**src/rtl/mac_pkg.sv**
```systemverilog
// Shared types for the MAC sequencer: data width and FSM state encoding.
package mac_pkg;

    localparam int DATA_W = 8;

    typedef enum logic [2:0] {
        S_IDLE    = 3'd0,
        S_CLEAR   = 3'd1,
        S_RUN     = 3'd2,
        S_WAIT    = 3'd3,
        S_CAPTURE = 3'd4,
        S_HOLD    = 3'd5
    } state_t;

endpackage

```
**src/rtl/mac_sequencer_if.sv**
```systemverilog
// Operand input and result output ports of the MAC sequencer.
interface mac_sequencer_if;
    import mac_pkg::*;

    // valid/ready: a transfer happens on a rising edge where both are high;
    // the source holds valid and data stable until that edge.
    logic              in_valid;
    logic              in_ready;
    logic [DATA_W-1:0] in_a;
    logic [DATA_W-1:0] in_b;
    logic              res_valid;
    logic              res_ready;
    logic [DATA_W-1:0] res_data;

    modport master (
        output in_valid, in_a, in_b, res_ready,
        input  in_ready, res_valid, res_data
    );

    modport slave (
        input  in_valid, in_a, in_b, res_ready,
        output in_ready, res_valid, res_data
    );

endinterface

```
**src/rtl/mac_sequencer_operand_fifo.sv**
```systemverilog
// Synchronous operand FIFO; occupancy counter gives full/empty.
module operand_fifo #(
    parameter int WIDTH = 16,
    parameter int DEPTH = 4
) (
    input  logic             clk,
    input  logic             rst,
    input  logic             push,
    input  logic             pop,
    input  logic [WIDTH-1:0] din,
    output logic [WIDTH-1:0] dout,
    output logic             full,
    output logic             empty
);
    localparam int AW = (DEPTH > 1) ? $clog2(DEPTH) : 1;
    localparam logic [AW:0] FULL_CNT = (AW + 1)'(DEPTH);

    logic [WIDTH-1:0] mem_q [DEPTH];
    logic [WIDTH-1:0] mem_d [DEPTH];
    logic [AW-1:0]    wr_ptr_q, wr_ptr_d;
    logic [AW-1:0]    rd_ptr_q, rd_ptr_d;
    logic [AW:0]      count_q, count_d;
    logic             do_push, do_pop;

    assign full    = (count_q == FULL_CNT);
    assign empty   = (count_q == '0);
    assign do_push = push & ~full;
    assign do_pop  = pop & ~empty;
    assign dout    = mem_q[rd_ptr_q];

    always_comb begin
        mem_d    = mem_q;
        wr_ptr_d = wr_ptr_q;
        rd_ptr_d = rd_ptr_q;
        count_d  = count_q;
        // Power-of-two depth lets the pointers wrap by plain overflow.
        if (do_push) begin
            mem_d[wr_ptr_q] = din;
            wr_ptr_d        = wr_ptr_q + 1'b1;
        end
        if (do_pop) begin
            rd_ptr_d = rd_ptr_q + 1'b1;
        end
        case ({do_push, do_pop})
            2'b10:   count_d = count_q + 1'b1;
            2'b01:   count_d = count_q - 1'b1;
            default: count_d = count_q;
        endcase
    end

    always_ff @(posedge clk or posedge rst) begin
        if (rst) begin
            for (int i = 0; i < DEPTH; i++) begin
                mem_q[i] <= '0;
            end
            wr_ptr_q <= '0;
            rd_ptr_q <= '0;
            count_q  <= '0;
        end else begin
            mem_q    <= mem_d;
            wr_ptr_q <= wr_ptr_d;
            rd_ptr_q <= rd_ptr_d;
            count_q  <= count_d;
        end
    end

endmodule

```
**src/rtl/mac_sequencer.sv**
```systemverilog
// Feeds LEN buffered operand pairs into the MAC after clearing it, then
// returns the captured MAC output on a valid/ready result port.
module mac_sequencer
    import mac_pkg::*;
#(
    parameter int LEN   = 9,
    parameter int DEPTH = 4
) (
    input  logic              clk,
    input  logic              rst,
    mac_sequencer_if.slave    bus,
    output logic [DATA_W-1:0] mac_a,
    output logic [DATA_W-1:0] mac_b,
    output logic              mac_en,
    output logic              mac_clr,
    input  logic [DATA_W-1:0] mac_out,
    output logic              busy,
    output state_t            state_o
);
    localparam int CW = $clog2(LEN + 1);
    localparam logic [CW-1:0] LAST_CNT = CW'(LEN - 1);

    state_t              state_q, state_d;
    logic [CW-1:0]       cnt_q, cnt_d;
    logic [DATA_W-1:0]   mac_a_q, mac_a_d;
    logic [DATA_W-1:0]   mac_b_q, mac_b_d;
    logic                mac_en_q, mac_en_d;
    logic [DATA_W-1:0]   res_data_q, res_data_d;
    logic                res_valid_q, res_valid_d;

    logic                fifo_push, fifo_pop, fifo_full, fifo_empty;
    logic [2*DATA_W-1:0] fifo_dout;

    assign fifo_push = bus.in_valid & ~fifo_full;

    operand_fifo #(
        .WIDTH (2 * DATA_W),
        .DEPTH (DEPTH)
    ) u_fifo (
        .clk   (clk),
        .rst   (rst),
        .push  (fifo_push),
        .pop   (fifo_pop),
        .din   ({bus.in_a, bus.in_b}),
        .dout  (fifo_dout),
        .full  (fifo_full),
        .empty (fifo_empty)
    );

    always_comb begin
        state_d     = state_q;
        cnt_d       = cnt_q;
        mac_a_d     = mac_a_q;
        mac_b_d     = mac_b_q;
        res_data_d  = res_data_q;
        res_valid_d = res_valid_q;
        fifo_pop    = (state_q == S_RUN) & ~fifo_empty;
        mac_en_d    = fifo_pop;

        if (fifo_pop) begin
            mac_a_d = fifo_dout[2*DATA_W-1:DATA_W];
            mac_b_d = fifo_dout[DATA_W-1:0];
        end

        case (state_q)
            S_IDLE: begin
                if (!fifo_empty) state_d = S_CLEAR;
            end
            S_CLEAR: begin
                cnt_d   = '0;
                state_d = S_RUN;
            end
            S_RUN: begin
                // An empty FIFO here is just a bubble: no pop, no count.
                if (fifo_pop) begin
                    cnt_d = cnt_q + 1'b1;
                    if (cnt_q == LAST_CNT) state_d = S_WAIT;
                end
            end
            S_WAIT: begin
                state_d = S_CAPTURE;
            end
            S_CAPTURE: begin
                res_data_d  = mac_out;
                res_valid_d = 1'b1;
                state_d     = S_HOLD;
            end
            S_HOLD: begin
                if (bus.res_ready) begin
                    res_valid_d = 1'b0;
                    state_d     = S_IDLE;
                end
            end
            default: begin
                state_d = S_IDLE;
            end
        endcase
    end

    always_ff @(posedge clk or posedge rst) begin
        if (rst) begin
            state_q     <= S_IDLE;
            cnt_q       <= '0;
            mac_a_q     <= '0;
            mac_b_q     <= '0;
            mac_en_q    <= 1'b0;
            res_data_q  <= '0;
            res_valid_q <= 1'b0;
        end else begin
            state_q     <= state_d;
            cnt_q       <= cnt_d;
            mac_a_q     <= mac_a_d;
            mac_b_q     <= mac_b_d;
            mac_en_q    <= mac_en_d;
            res_data_q  <= res_data_d;
            res_valid_q <= res_valid_d;
        end
    end

    assign bus.in_ready  = ~fifo_full;
    assign bus.res_valid = res_valid_q;
    assign bus.res_data  = res_data_q;
    assign mac_a         = mac_a_q;
    assign mac_b         = mac_b_q;
    assign mac_en        = mac_en_q;
    assign mac_clr       = (state_q == S_CLEAR);
    assign busy          = (state_q != S_IDLE);
    assign state_o       = state_q;

endmodule
```
**src/flat_wrapper.sv**
```systemverilog
// flat-port wrapper written by rule: the top's interface ports become plain ports
module mac_sequencer_flat import mac_pkg::*;
#(
    parameter int LEN   = 9,
    parameter int DEPTH = 4
)
  (clk, rst, mac_a, mac_b, mac_en, mac_clr, mac_out, busy, state_o, bus_in_valid, bus_in_a, bus_in_b, bus_res_ready, bus_in_ready, bus_res_valid, bus_res_data);
  mac_sequencer_if bus_i ();
  input  logic clk;
  input  logic rst;
  output logic [DATA_W-1:0] mac_a;
  output logic [DATA_W-1:0] mac_b;
  output logic mac_en;
  output logic mac_clr;
  input  logic [DATA_W-1:0] mac_out;
  output logic busy;
  output state_t state_o;
  input wire logic [$bits(bus_i.in_valid)-1:0] bus_in_valid;
  input wire logic [$bits(bus_i.in_a)-1:0] bus_in_a;
  input wire logic [$bits(bus_i.in_b)-1:0] bus_in_b;
  input wire logic [$bits(bus_i.res_ready)-1:0] bus_res_ready;
  output wire logic [$bits(bus_i.in_ready)-1:0] bus_in_ready;
  output wire logic [$bits(bus_i.res_valid)-1:0] bus_res_valid;
  output wire logic [$bits(bus_i.res_data)-1:0] bus_res_data;
  assign bus_i.in_valid = bus_in_valid;
  assign bus_i.in_a = bus_in_a;
  assign bus_i.in_b = bus_in_b;
  assign bus_i.res_ready = bus_res_ready;
  assign bus_in_ready = bus_i.in_ready;
  assign bus_res_valid = bus_i.res_valid;
  assign bus_res_data = bus_i.res_data;
  mac_sequencer #(.LEN(LEN), .DEPTH(DEPTH)) u_core (.clk(clk), .rst(rst), .bus(bus_i), .mac_a(mac_a), .mac_b(mac_b), .mac_en(mac_en), .mac_clr(mac_clr), .mac_out(mac_out), .busy(busy), .state_o(state_o));
endmodule
```
**config.mk**
```make
export PLATFORM = sky130hd
export DESIGN_NAME = mac_sequencer_flat
export DESIGN_NICKNAME = d
export VERILOG_FILES = /design/src/rtl/mac_pkg.sv /design/src/rtl/mac_sequencer_if.sv /design/src/rtl/mac_sequencer_operand_fifo.sv /design/src/rtl/mac_sequencer.sv /design/src/flat_wrapper.sv
export SDC_FILE = /design/constraint.sdc
export NUM_CORES = 1
export LEC_CHECK = 0
export CAP_MARGIN = 20
export CORE_MARGIN = 1
export CORE_UTILIZATION = 60
export CTS_BUF_LIST = sky130_fd_sc_hd__clkbuf_16
export DETAILED_ROUTE_END_ITERATION = 7
export HOLD_SLACK_MARGIN = 0.08
export PLACE_DENSITY = 0.85
export SYNTH_ARGS = -nofsm -noshare
export SYNTH_HDL_FRONTEND = slang
export SYNTH_HIERARCHICAL = 1
export SYNTH_SLANG_ARGS = --single-unit
```
**constraint.sdc**
```tcl
create_clock -name clk -period 7.7 [get_ports clk]
set_clock_uncertainty 0.1 [all_clocks]
set_input_delay 1.925 -clock clk [delete_from_list [all_inputs] [get_ports clk]]
set_output_delay 1.925 -clock clk [all_outputs]
set_load 0.01 [all_outputs]
```
## Word-level counts from Yosys, hierarchy flattened

Index checks and enable logic that the tools add are counted.

- Bits in registers: 104
- Bits of input ports: 28
- Output and inout port bits: 32

- $add $sub $neg: 5
- $lt $le $gt $ge: 3
- Eq/ne operators: 13
- Mux-type cells: 16
- Bitwise operators: 8
- Reductions and logical operators: 10

Operator list:

| kind | count |
|---|---|
| $bwmux 64 | 1 |
| $mux 16 | 3 |
| $bmux 16 s2 | 1 |
| $demux 16 s2 | 1 |
| $pmux 3 s6 | 1 |
| $mux 3 | 4 |
| $eq 3x3->1 const B | 3 |
| $pmux 4 s2 | 1 |
| $eq 3x2->1 const B | 2 |
| $ge 3x3->1 const B | 2 |
| $logic_not 3->1 | 2 |
| $ne 2x2->1 const B | 3 |
| $not 2->3 | 2 |
| $pmux 3 s2 | 1 |
| $reduce_bool 2->1 | 3 |
| $add 2x1->2 const B | 2 |
| $add 4x1->4 const B | 1 |
| $and 1x1->1 | 4 |
| $eq 4x4->1 const B | 1 |
| $mux 4 | 1 |
| $reduce_and 2->1 | 2 |
| $reduce_and 4->1 | 1 |
| $add 3x1->3 const B | 1 |
| $eq 3x1->1 const B | 1 |
| other kinds (10) | 11 |

## Logic depth before layout (Yosys ltp)

Gate-level depths: netlist of the first run.

- Depth in word-level cells: 6
- Gate-level depth with buffers: 12

## By module

Netlist of the first run, hierarchy kept.

By module, submodules not included:

| module | instances | cells each | area an instance (sq um) | sequential area each (sq um) |
|---|---|---|---|---|
| operand_fifo | 1 | 193 | 3357.0 | 1776.7 |
| mac_sequencer | 1 | 137 | 1403.8 | 825.8 |

## Least setup slack after synthesis of the first run

OpenSTA, ideal clock, no wires.

- Path kind: input -> register
- Start point: input port bus_in_valid
- End point: register u_core.u_fifo.count_q[2]
- Setup time: 0.079 ns
- Data arrival time: 3.220 ns
- Path slack: 4.301 ns
- Cell stages on the path: 8
- Buffers on the path: 0
- Cell sequence: nor2b_1 nand2b_1 ha_1 inv_1 fa_1 xor2_1 nor2_1 xor2_1

- Longest elaborated chain between the ends: 4
- Elaborated cells on any way between the ends: 6
- Classes of those cells: eq/ne (2); mux (1); bitwise (2); reduce/logical (1)

Ends and longest elaborated chain:

| element | RTL line | text |
|---|---|---|
| start: declaration | flat_wrapper.sv:18 | `input wire logic [$bits(bus_i.in_valid)-1:0] bus_in_valid;` |
| $and 1x1->1 (*) | mac_sequencer.sv:34 | `assign fifo_push = bus.in_valid & ~fifo_full;` |
| $and 1x1->1 (*) | mac_sequencer_operand_fifo.sv:27 | `assign do_push = push & ~full;` |
| $eq 2x1->1 or $eq 2x2->1 (tied branches) | mac_sequencer_operand_fifo.sv:44 | `case ({do_push, do_pop})` |
| $pmux 3 s2 or $reduce_bool 2->1 (tied branches) | n/a |  |
| end signal: assignment | mac_sequencer_operand_fifo.sv:63 | `count_q <= count_d;` |
| end: declaration | mac_sequencer_operand_fifo.sv:22 | `logic [AW:0] count_q, count_d;` |

Mark *: on every way between the ends. The rest lies on a longest branch, timed or not.
A chain may end at the register's enable or synchronous reset.

## Final worst setup path of the first run

- Start point: register u_core.state_q[0] (netlist: u_core/state_o[0])
- End point: output port mac_clr

- Longest elaborated chain between the ends: 1

Ends and longest elaborated chain:

| element | RTL line | text |
|---|---|---|
| start: declaration | mac_sequencer.sv:23 | `state_t state_q, state_d;` |
| start signal: assignment | mac_sequencer.sv:110 | `state_q <= state_d;` |
| $eq 3x1->1 | mac_sequencer.sv:126 | `assign mac_clr = (state_q == S_CLEAR);` |
| end: declaration | flat_wrapper.sv:14 | `output logic mac_clr;` |

Every way passes these cells.

==> impl_metrics.tcl, run 1 <==
set metrics [dict create \
    antenna_found_initial 0 \
    drt_first_pass_iters 4 \
    setup_tns_ns 0 \
    track_usage_pct 24.1 \
    synth_cell_types 34 \
    syn_area_um2 4760 \
    synth_top_cell_by_area "dfrtp_1" \
    drc 0 \
    rsz0062_at_grt "no" \
    ios 60 \
    diodes 0 \
    syn_nets 366 \
    timing.rr.start "u_core/u_fifo/count_q[0]" \
    min_path_type "flip-flop to flip-flop" \
    viasPerCell 5.64 \
    finalSetupViolCount 0 \
    antenna_left 0 \
    crit_buf_inv 2 \
    cp-end-kind "primary output" \
    nNetsFinal 425 \
    wire_per_inst_um 18.7 \
    synth_most_common_cell "dfrtp_1" \
    drtIter0Drc 128 \
    synthTopCellsByCount "104 x dfrtp_1, 61 x nand2_1, 40 x mux2_4" \
    crit_fanout 11 \
    syn_inst 330 \
    die-area_um2 8290 \
    wl_mm 9.28 \
    ys_ff_latch 104 \
    placedInstanceArea_um2 5390 \
    status "finished, final reports clean" \
    ctsHoldBuffers 0 \
    report.final.slew_viol_count 0 \
    rows 32 \
    start_util_pct 61.9 \
    synth.top_cell.area_share_pct 54.7 \
    power-per-cell-area_nw_per_um2 456 \
    ys_async_sr_fraction_pct 100 \
    grt_max_degree 72 \
    cts_tree "yes" \
    dpl.cell_count 479 \
    slew_headroom_pct 38.8 \
    synth_edf_count 0 \
    clkSinkCount 104 \
    hp-start "u_core/mac_b[3]" \
    cts_setup_buffers 0 \
    design_area_um2 5750 \
    cts_buffers 9 \
    core-area_um2 7690 \
    r2r_slack_ns 4.73 \
    io_buffers 59 \
    crit_family "buffers and inverters" \
    ys_seq_area_share_pct 54.7 \
    grt_pass1_wl_mm 15.2 \
    synthToLayoutAreaGrowth_pct 20.7 \
    startpoint_type "flip-flop" \
    synth_area_per_cell_um2 14.4 \
    clk_latency_ns 0.34 \
    p_leak_nw 2.58 \
    peakVddDrop_mv 0.230 \
    ys_warn_count 6 \
    crit_path_cell_trace "or3b_2, inv_1, clkdlybuf4s50_1" \
    cp.required_ns 5.68 \
    yosys-top-cells-area "dfrtp_1 55%, mux2_4 13%, mux2_2 7.8%" \
    grt.overflow.total 0 \
    critPathLaunch "u_core/state_o[0]" \
    fin_crit_sh_pct 52.3 \
    max_stage_delay_ns 0.54 \
    routed-via-count 2793 \
    path_class "flip-flop to primary output" \
    fin_cells 495 \
    cts_root_buffer "clkbuf_16" \
    hold_viol 0 \
    drive_gt1_share_pct 29.8 \
    grt_pass1_vias 2987 \
    drv_cap 0 \
    cts.path.max_buffers 2 \
    path_clk_slew_ns 0.07 \
    cts_resized 0 \
    fillers 495 \
    die_x_um 91.1 \
    die_h_um 91.1 \
    synth_ff_type "dfrtp_1" \
    hpwlAfterDp_mm 5.62 \
    tightest_slew_ns 0.919 \
    cp.arrival_ns 2.00 \
    layout_min_cycle_time_ns 4.03 \
    routabilityCongestion 0.717 \
    slowest_stage "or3b_2" \
    htreeDepth 3 \
    fmax_mhz 248 \
]
[layout make-up]
class	count	area, um^2	area share, %
flip-flops and latches	104	2600	45.3
repair buffers	62	633	11.0
clock buffers	9	225	3.92
inverters	13	61.3	1.07
well taps	102	128	2.22
multi-input cells	199	1990	34.6
clock inverters	6	109	1.89
[worst min-delay path, cell delays in order, from the launching register on]
cell,delay [ns]
dfrtp_1,0.34
nand2_1,0.05
nand2_1,0.05
[metrics by stage]
| step | setup WS [ns] | utilization, % | power [mW] | hold WS [ns] |
|---|---|---|---|---|
| 2_1_floorplan | 3.88 | - | 1.77 | 0.345 |
| 3_3_place_gp | 3.75 | 70.1 | 2.03 | 0.356 |
| 3_5_place_dp | 3.73 | 70.1 | 2.08 | 0.362 |
| 4_1_cts | 3.65 | 74.4 | 2.62 | 0.378 |
| 5_1_grt | 3.57 | 74.8 | 2.76 | 0.400 |
| 6_report | 3.67 | 74.8 | 2.62 | 0.373 |
[worst paths after layout]
path	end	cells past startpoint
setup / recovery	mac_clr	3
hold / removal	u_core/mac_b[3]	2
setup reg to reg	u_core/u_fifo/count_q[2]	10
hold reg to reg	u_core/mac_b[3]	2
max in group asynchronous	u_core/u_fifo/mem_q[4]	3
min in group asynchronous	u_core/state_o[0]	3
[cells in the final DEF (no fill, tap or decap), drive strengths merged]
cell type / count
dfrtp: 104
mux2: 73
nand2: 61
clkdlybuf4s50: 59
mux4: 16
inv: 12
clkbuf: 9
nor2: 9
ha: 7
o21ai: 5
xnor2: 4
clkinv: 4
bufinv: 3
nor2b: 3
mux2i: 3
xor2: 3
buf: 3
a21oi: 2
nand4: 2
or4b: 1
a21o: 1
or3b: 1
nand3: 1
nor4bb: 1
o21a: 1
nor3b: 1
o31a: 1
nand2b: 1
nor3: 1
fa: 1
[layer usage]
metal  routed length (um)  GRT usage [%]  vias up
li1                     -              -     1255
met1                 4040           31.8     1434
met2                 4650           40.0       87
met3                  414           3.94       17
met4                  167           10.2        0
met5                    0              0        -
[report_power, final]
part	switching [mW]	internal [mW]	total [mW]
registers	0.218	0.820	1.04
logic	0.411	0.664	1.07
clock network	0.193	0.315	0.508
[cell families after synthesis]
logic type | share of synthesized area (%)
AO/OA/AOI/OAI | 1.24
XOR/XNOR | 1.29
adder cells (fa/ha/maj) | 2.26
buffers and inverters | 3.57
flip-flops | 54.7
multiplexers | 28.6
AND/OR/NAND/NOR | 8.36
[sequential cells by signal (all words and copies together) (netlist names), 2 cells and up]
signal and cells:
u_core/u_fifo/mem_q 64, u_core/mac_b 8, u_core/u_fifo/rd_ptr_q 2, u_core/u_fifo/count_q 3
u_core/state_o 3, u_core/bus.res_data 8, u_core/cnt_q 4, u_core/mac_a 8
u_core/u_fifo/wr_ptr_q 2
Note: power is estimated with default switching activity, not from simulation.
==> run 2, diff against run 1 <==
Settings changed: CORE_UTILIZATION 60 to 50, PLACE_DENSITY 0.85 to 0.76.
Clock period 7.7 ns to 3.5 ns, I/O delays scaled along.
==> impl_metrics.tcl, run 2 (synthesized netlist as in run 1, its figures left out) <==
set metrics [dict create \
    min_path_type "flip-flop to flip-flop" \
    cts_resized 0 \
    diodes 0 \
    antenna_left 0 \
    cts_buffers 9 \
    grt_max_degree 26 \
    hold_viol 0 \
    report.final.slew_viol_count 0 \
    grt_busiest_layer "met2" \
    die-area_um2 9920 \
    cts_setup_buffers 0 \
    antenna_found_initial 0 \
    drt_first_pass_iters 4 \
    final_cell_mix "104 x dfrtp_1, 61 x nand2_1, 59 x clkdlybuf4s50_1" \
    fmax_mhz 334 \
    die_x_um 99.6 \
    rsz0062_at_grt "no" \
    dpl.cell_count 514 \
    layout_commonest_cell "dfrtp_1" \
    drtIter0Drc 112 \
    path_clk_slew_ns 0.07 \
    drc 0 \
    whs_ns 0.380 \
    wire_per_inst_um 16.9 \
    routed-via-count 2734 \
    fin_crit_sh_pct 85.4 \
    layout_min_cycle_time_ns 2.99 \
    wl_mm 8.97 \
    die_h_um 99.6 \
    grt.overflow.total 0 \
    routabilityCongestion 0.718 \
    status "finished, final reports clean" \
    drv_cap 0 \
    ctsHoldBuffers 0 \
    p_leak_nw 2.60 \
    clk_latency_ns 0.33 \
    grt_pass1_vias 2844 \
    largest_reg_flops 64 \
    drive_gt1_share_pct 30.8 \
    htreeDepth 3 \
    cp.required_ns 2.52 \
    peakVddDrop_mv 0.427 \
    tightest_slew_ns 0.892 \
    rows 35 \
    use_met1_pct 27.2 \
    path_class "flip-flop to primary output" \
    slew_headroom_pct 40.6 \
    met3_usage_pct 3.16 \
    cts.path.max_buffers 2 \
    clkSinkCount 104 \
    track_usage_pct 19.8 \
    grtUsageMet2_pct 32.6 \
    synthToLayoutAreaGrowth_pct 21.4 \
    hpwlAfterDp_mm 6.00 \
    regMostFlops "u_core/u_fifo/mem_q" \
    core-area_um2 9240 \
    ios 60 \
    fin_cells 531 \
    crit_fanout 11 \
    finalSetupViolCount 0 \
    io_buffers 59 \
    cts_root_buffer "clkbuf_16" \
    start_util_pct 51.5 \
    cp.arrival_ns 2.02 \
    viasPerCell 5.15 \
    power-per-cell-area_nw_per_um2 956 \
    nNetsFinal 433 \
    cp-end-kind "primary output" \
    setup_tns_ns 0 \
    grt_pass1_wl_mm 14.9 \
    cts_tree "yes" \
    startpoint_type "flip-flop" \
]
==> run 2: path summary, 6_finish.rpt <==
path,end,slack (ns),from,cells after the start
max,mac_clr,0.51,u_core/state_o[0],3
min,u_core/mac_b[0],0.38,u_core/mac_b[0],2
max reg2reg,u_core/u_fifo/count_q[2],0.58,u_core/u_fifo/count_q[0],10
min reg2reg,u_core/mac_b[0],0.38,u_core/mac_b[0],2
max in group asynchronous,u_core/u_fifo/mem_q[17],1.73,rst,3
min in group asynchronous,u_core/u_fifo/mem_q[49],0.86,rst,2
==> run 2: layer usage <==
metal	wire (um)	share of wire, %
met5	0	0
met4	75	0.84
met3	287	3.2
met2	4370	49
met1	4240	47
==> run 2: critical path, stage by stage, from the launching register on <==
cell and delay [ns]:
dfrtp_1 0.55, or3b_2 0.54, inv_1 0.07, clkdlybuf4s50_1 0.53
==> run 2: area by class of cell <==
class | instances | area (um^2)
Clock buffer | 9 | 225
Clock inverter | 7 | 48.8
Fill cell | 723 | 3460
Inverter | 13 | 61.3
Multi-Input combinational cell | 199 | 1990
Sequential cell | 104 | 2600
Tap cell | 129 | 161
Timing Repair Buffer | 70 | 693
==> run 2: through the flow <==
stage | setup slack (ns) | utilization, % | cell area [um^2] | total power, mW
floorplan | 0.728 | - | 4760 | 3.89
global placement | 0.671 | 59.4 | 5490 | 4.53
detailed placement | 0.579 | 59.4 | 5490 | 4.62
CTS | 0.491 | 62.4 | 5770 | 5.56
global route | 0.398 | 62.6 | 5780 | 5.87
finish | 0.509 | 62.6 | 5780 | 5.52
==> run 2: power breakdown <==
part / internal [mW] / total, mW / switching [mW]
combinational: 1.47 / 2.35 / 0.878
clock: 0.483 / 0.913 / 0.429
sequential: 1.80 / 2.26 / 0.457
==> edit, RTL diff (flow settings as in run 2) <==
`LEN` is set to 9 in 2 places; all go to 18.
--- a/src/rtl/mac_sequencer.sv
+++ b/src/rtl/mac_sequencer.sv
@@ -4,5 +4,5 @@
     import mac_pkg::*;
 #(
-    parameter int LEN   = 9,
+    parameter int LEN   = 18,
     parameter int DEPTH = 4
 ) (
--- a/src/flat_wrapper.sv
+++ b/src/flat_wrapper.sv
@@ -2,5 +2,5 @@
 module mac_sequencer_flat import mac_pkg::*;
 #(
-    parameter int LEN   = 9,
+    parameter int LEN   = 18,
     parameter int DEPTH = 4
 )
Check against the original RTL: no difference found for any inputs over 10 cycles, from zero or initial values and one cycle with rst high; that may be too few to reach the edited logic, so the function may still have changed.
==> edit against run 2 <==
Synthesized cell count rose by 0.30%. Wire length rose by 1.5%. Cell area rose by 0.82%. Area after synthesis increased by 0.79%. Power rose by 1.7%. Utilization grew 0.22 points. Sequential cell count rose by 1. Largest power group unchanged. Count of clock-buffer cells in the layout unchanged. Critical endpoint unchanged. Worst setup slack worse by 44 ps. Largest cell class unchanged.
==> edit: results (changes against run 2) <==
metric,value,unit,change
final_cells,529,,-0.38%
syn_avg_cell_area,14.5,um2,+0.48%
synth-main-ff-cell,dfrtp_1,,
wl_per_cell,17.2,um,+1.9%
synthCells,331,,+0.30%
final_nets,431,,-0.46%
synth_compound_gate_area_share,0.0128,,+0.000425
ys_types,39,,+15%
ys.warnings.count,6,,unchanged
post-dp-hpwl,5.87,mm,-2.0%
synth_mux_area_frac,0.286,,about the same
synth.area.top_cells,"dfrtp_1, mux2_4, mux2_2",,
dp.cells,512,,-0.39%
grt_first_pass_wirelength,15.3,mm,+3.0%
root_buffer,clkbuf_16,,
portBuffers,59,,unchanged
pre_cts_slack,587,ps,+8.00 ps
grt_max_degree,43,,+65%
crit_path_max_fanout,13,,+2
fillers,710,,-1.8%
clockBufferDepth,2,,unchanged
status,completed,,
cap_violations,0,,unchanged
antenna_found_initial,0,,unchanged
post_cts_buffers,0,,unchanged
dr_total_vias,2756,,+0.80%
grtUsageTotal,0.204,,+0.00635
globalplace.congestion,0.762,,+6.2%
power.leakage,0.00261,uW,+0.56%
ir_worst_vdd,0.389,mV,-9.0%
hp-class,flip-flop to flip-flop,,
insertion_delay,340,ps,
dr.pass1.iters,4,,unchanged
yosys.area_share.adder,0.0224,,-0.000177
initialDrtViolationCount,155,,+38%
std_cell_rows,35,,unchanged
grt_pass1_vias,2962,,+4.1%
syn_nets,367,,+0.27%
drive_gt1_frac,0.303,,-0.00596
yosysSeqAreaShare,0.548,,+0.000939
ys_async_sr_fraction,1.00,,unchanged
cts.clk_slew.worst_paths,70,ps,about the same
diodes,0,,unchanged
synth_common_cells,"dfrtp_1, nand2_1, mux2_4",,
largest_register,u_core/u_fifo/mem_q,,
synth_xor_area_frac,0.0128,,-0.000101
relSlewSlack,0.422,,+0.0163
cts_resized,0,,unchanged
synth_edf_count,0,,unchanged
cts_buffers,9,,unchanged
htreeDepth,3,,unchanged
overflow,0,,unchanged
largest_register_ffs,64,,unchanged
-- edit: cell types whose count changed in the layout (fill, tap and decap cells not counted), sizes merged, moves of 2 or more --
cell	delta
o21ai	-2
inv	-3
nand3b	+2
nor2	-2
buf	-2
-- edit: layout make-up --
cell class / instances / share of cell area
Sequential cell: 105 / 0.451
Multi-Input combinational cell: 200 / 0.346
Timing Repair Buffer: 68 / 0.119
Clock buffer: 9 / 0.0386
Tap cell: 129 / 0.0277
Clock inverter: 7 / 0.0107
Inverter: 11 / 0.00730
-- edit: cells by family (layout without fill, tap and decap cells) --
group                    count (synthesis)  count (layout)
AO/OA/AOI/OAI                            9               9
XOR/XNOR                                 7               7
adder cells (fa/ha/maj)                  8               8
buffers and inverters                   26              95
flip-flops                             105             105
multiplexers                            93              93
AND/OR/NAND/NOR                         83              83
-- edit: power by group --
group	switching [uW]	internal, uW	total [uW]
logic	875	1490	2360
registers	467	1820	2280
clock network	428	547	975
-- edit: final timing paths --
kind | start | endpoint | slack (ps) | depth (start not counted)
max in group asynchronous | rst | u_core/u_fifo/mem_q[14] | 1770 | 3
min reg2reg | u_core/mac_b[6] | u_core/mac_b[6] | 380 | 2
min in group asynchronous | rst | u_core/u_fifo/wr_ptr_q[0] | 870 | 2
min | u_core/mac_b[6] | u_core/mac_b[6] | 380 | 2
max | u_core/state_o[0] | mac_clr | 470 | 3
max reg2reg | u_core/u_fifo/count_q[0] | u_core/u_fifo/count_q[2] | 540 | 10
-- edit: stage by stage --
stage          hold slack (ps)  cell area (um2)   util
6_report                   378             5830  0.628
5_1_grt                    400             5830  0.628
4_1_cts                    381             5800  0.625
3_5_place_dp               362             5510  0.594
3_3_place_gp               356             5510  0.594
2_1_floorplan              345             4800      -
-- edit: worst max-delay path: stages, from the launching register on --
cell,delay [ps]
dfrtp_1,570
or3b_2,550
inv_1,70
clkdlybuf4s50_1,520
-- edit: routing by layer --
| layer | vias up | track usage | wire length [um] |
|---|---|---|---|
| met5 | - | 0 | 0 |
| met4 | 0 | 0.0792 | 108 |
| met3 | 9 | 0.0327 | 302 |
| met2 | 64 | 0.322 | 4320 |
| met1 | 1412 | 0.287 | 4380 |
| li1 | 1271 | - | - |
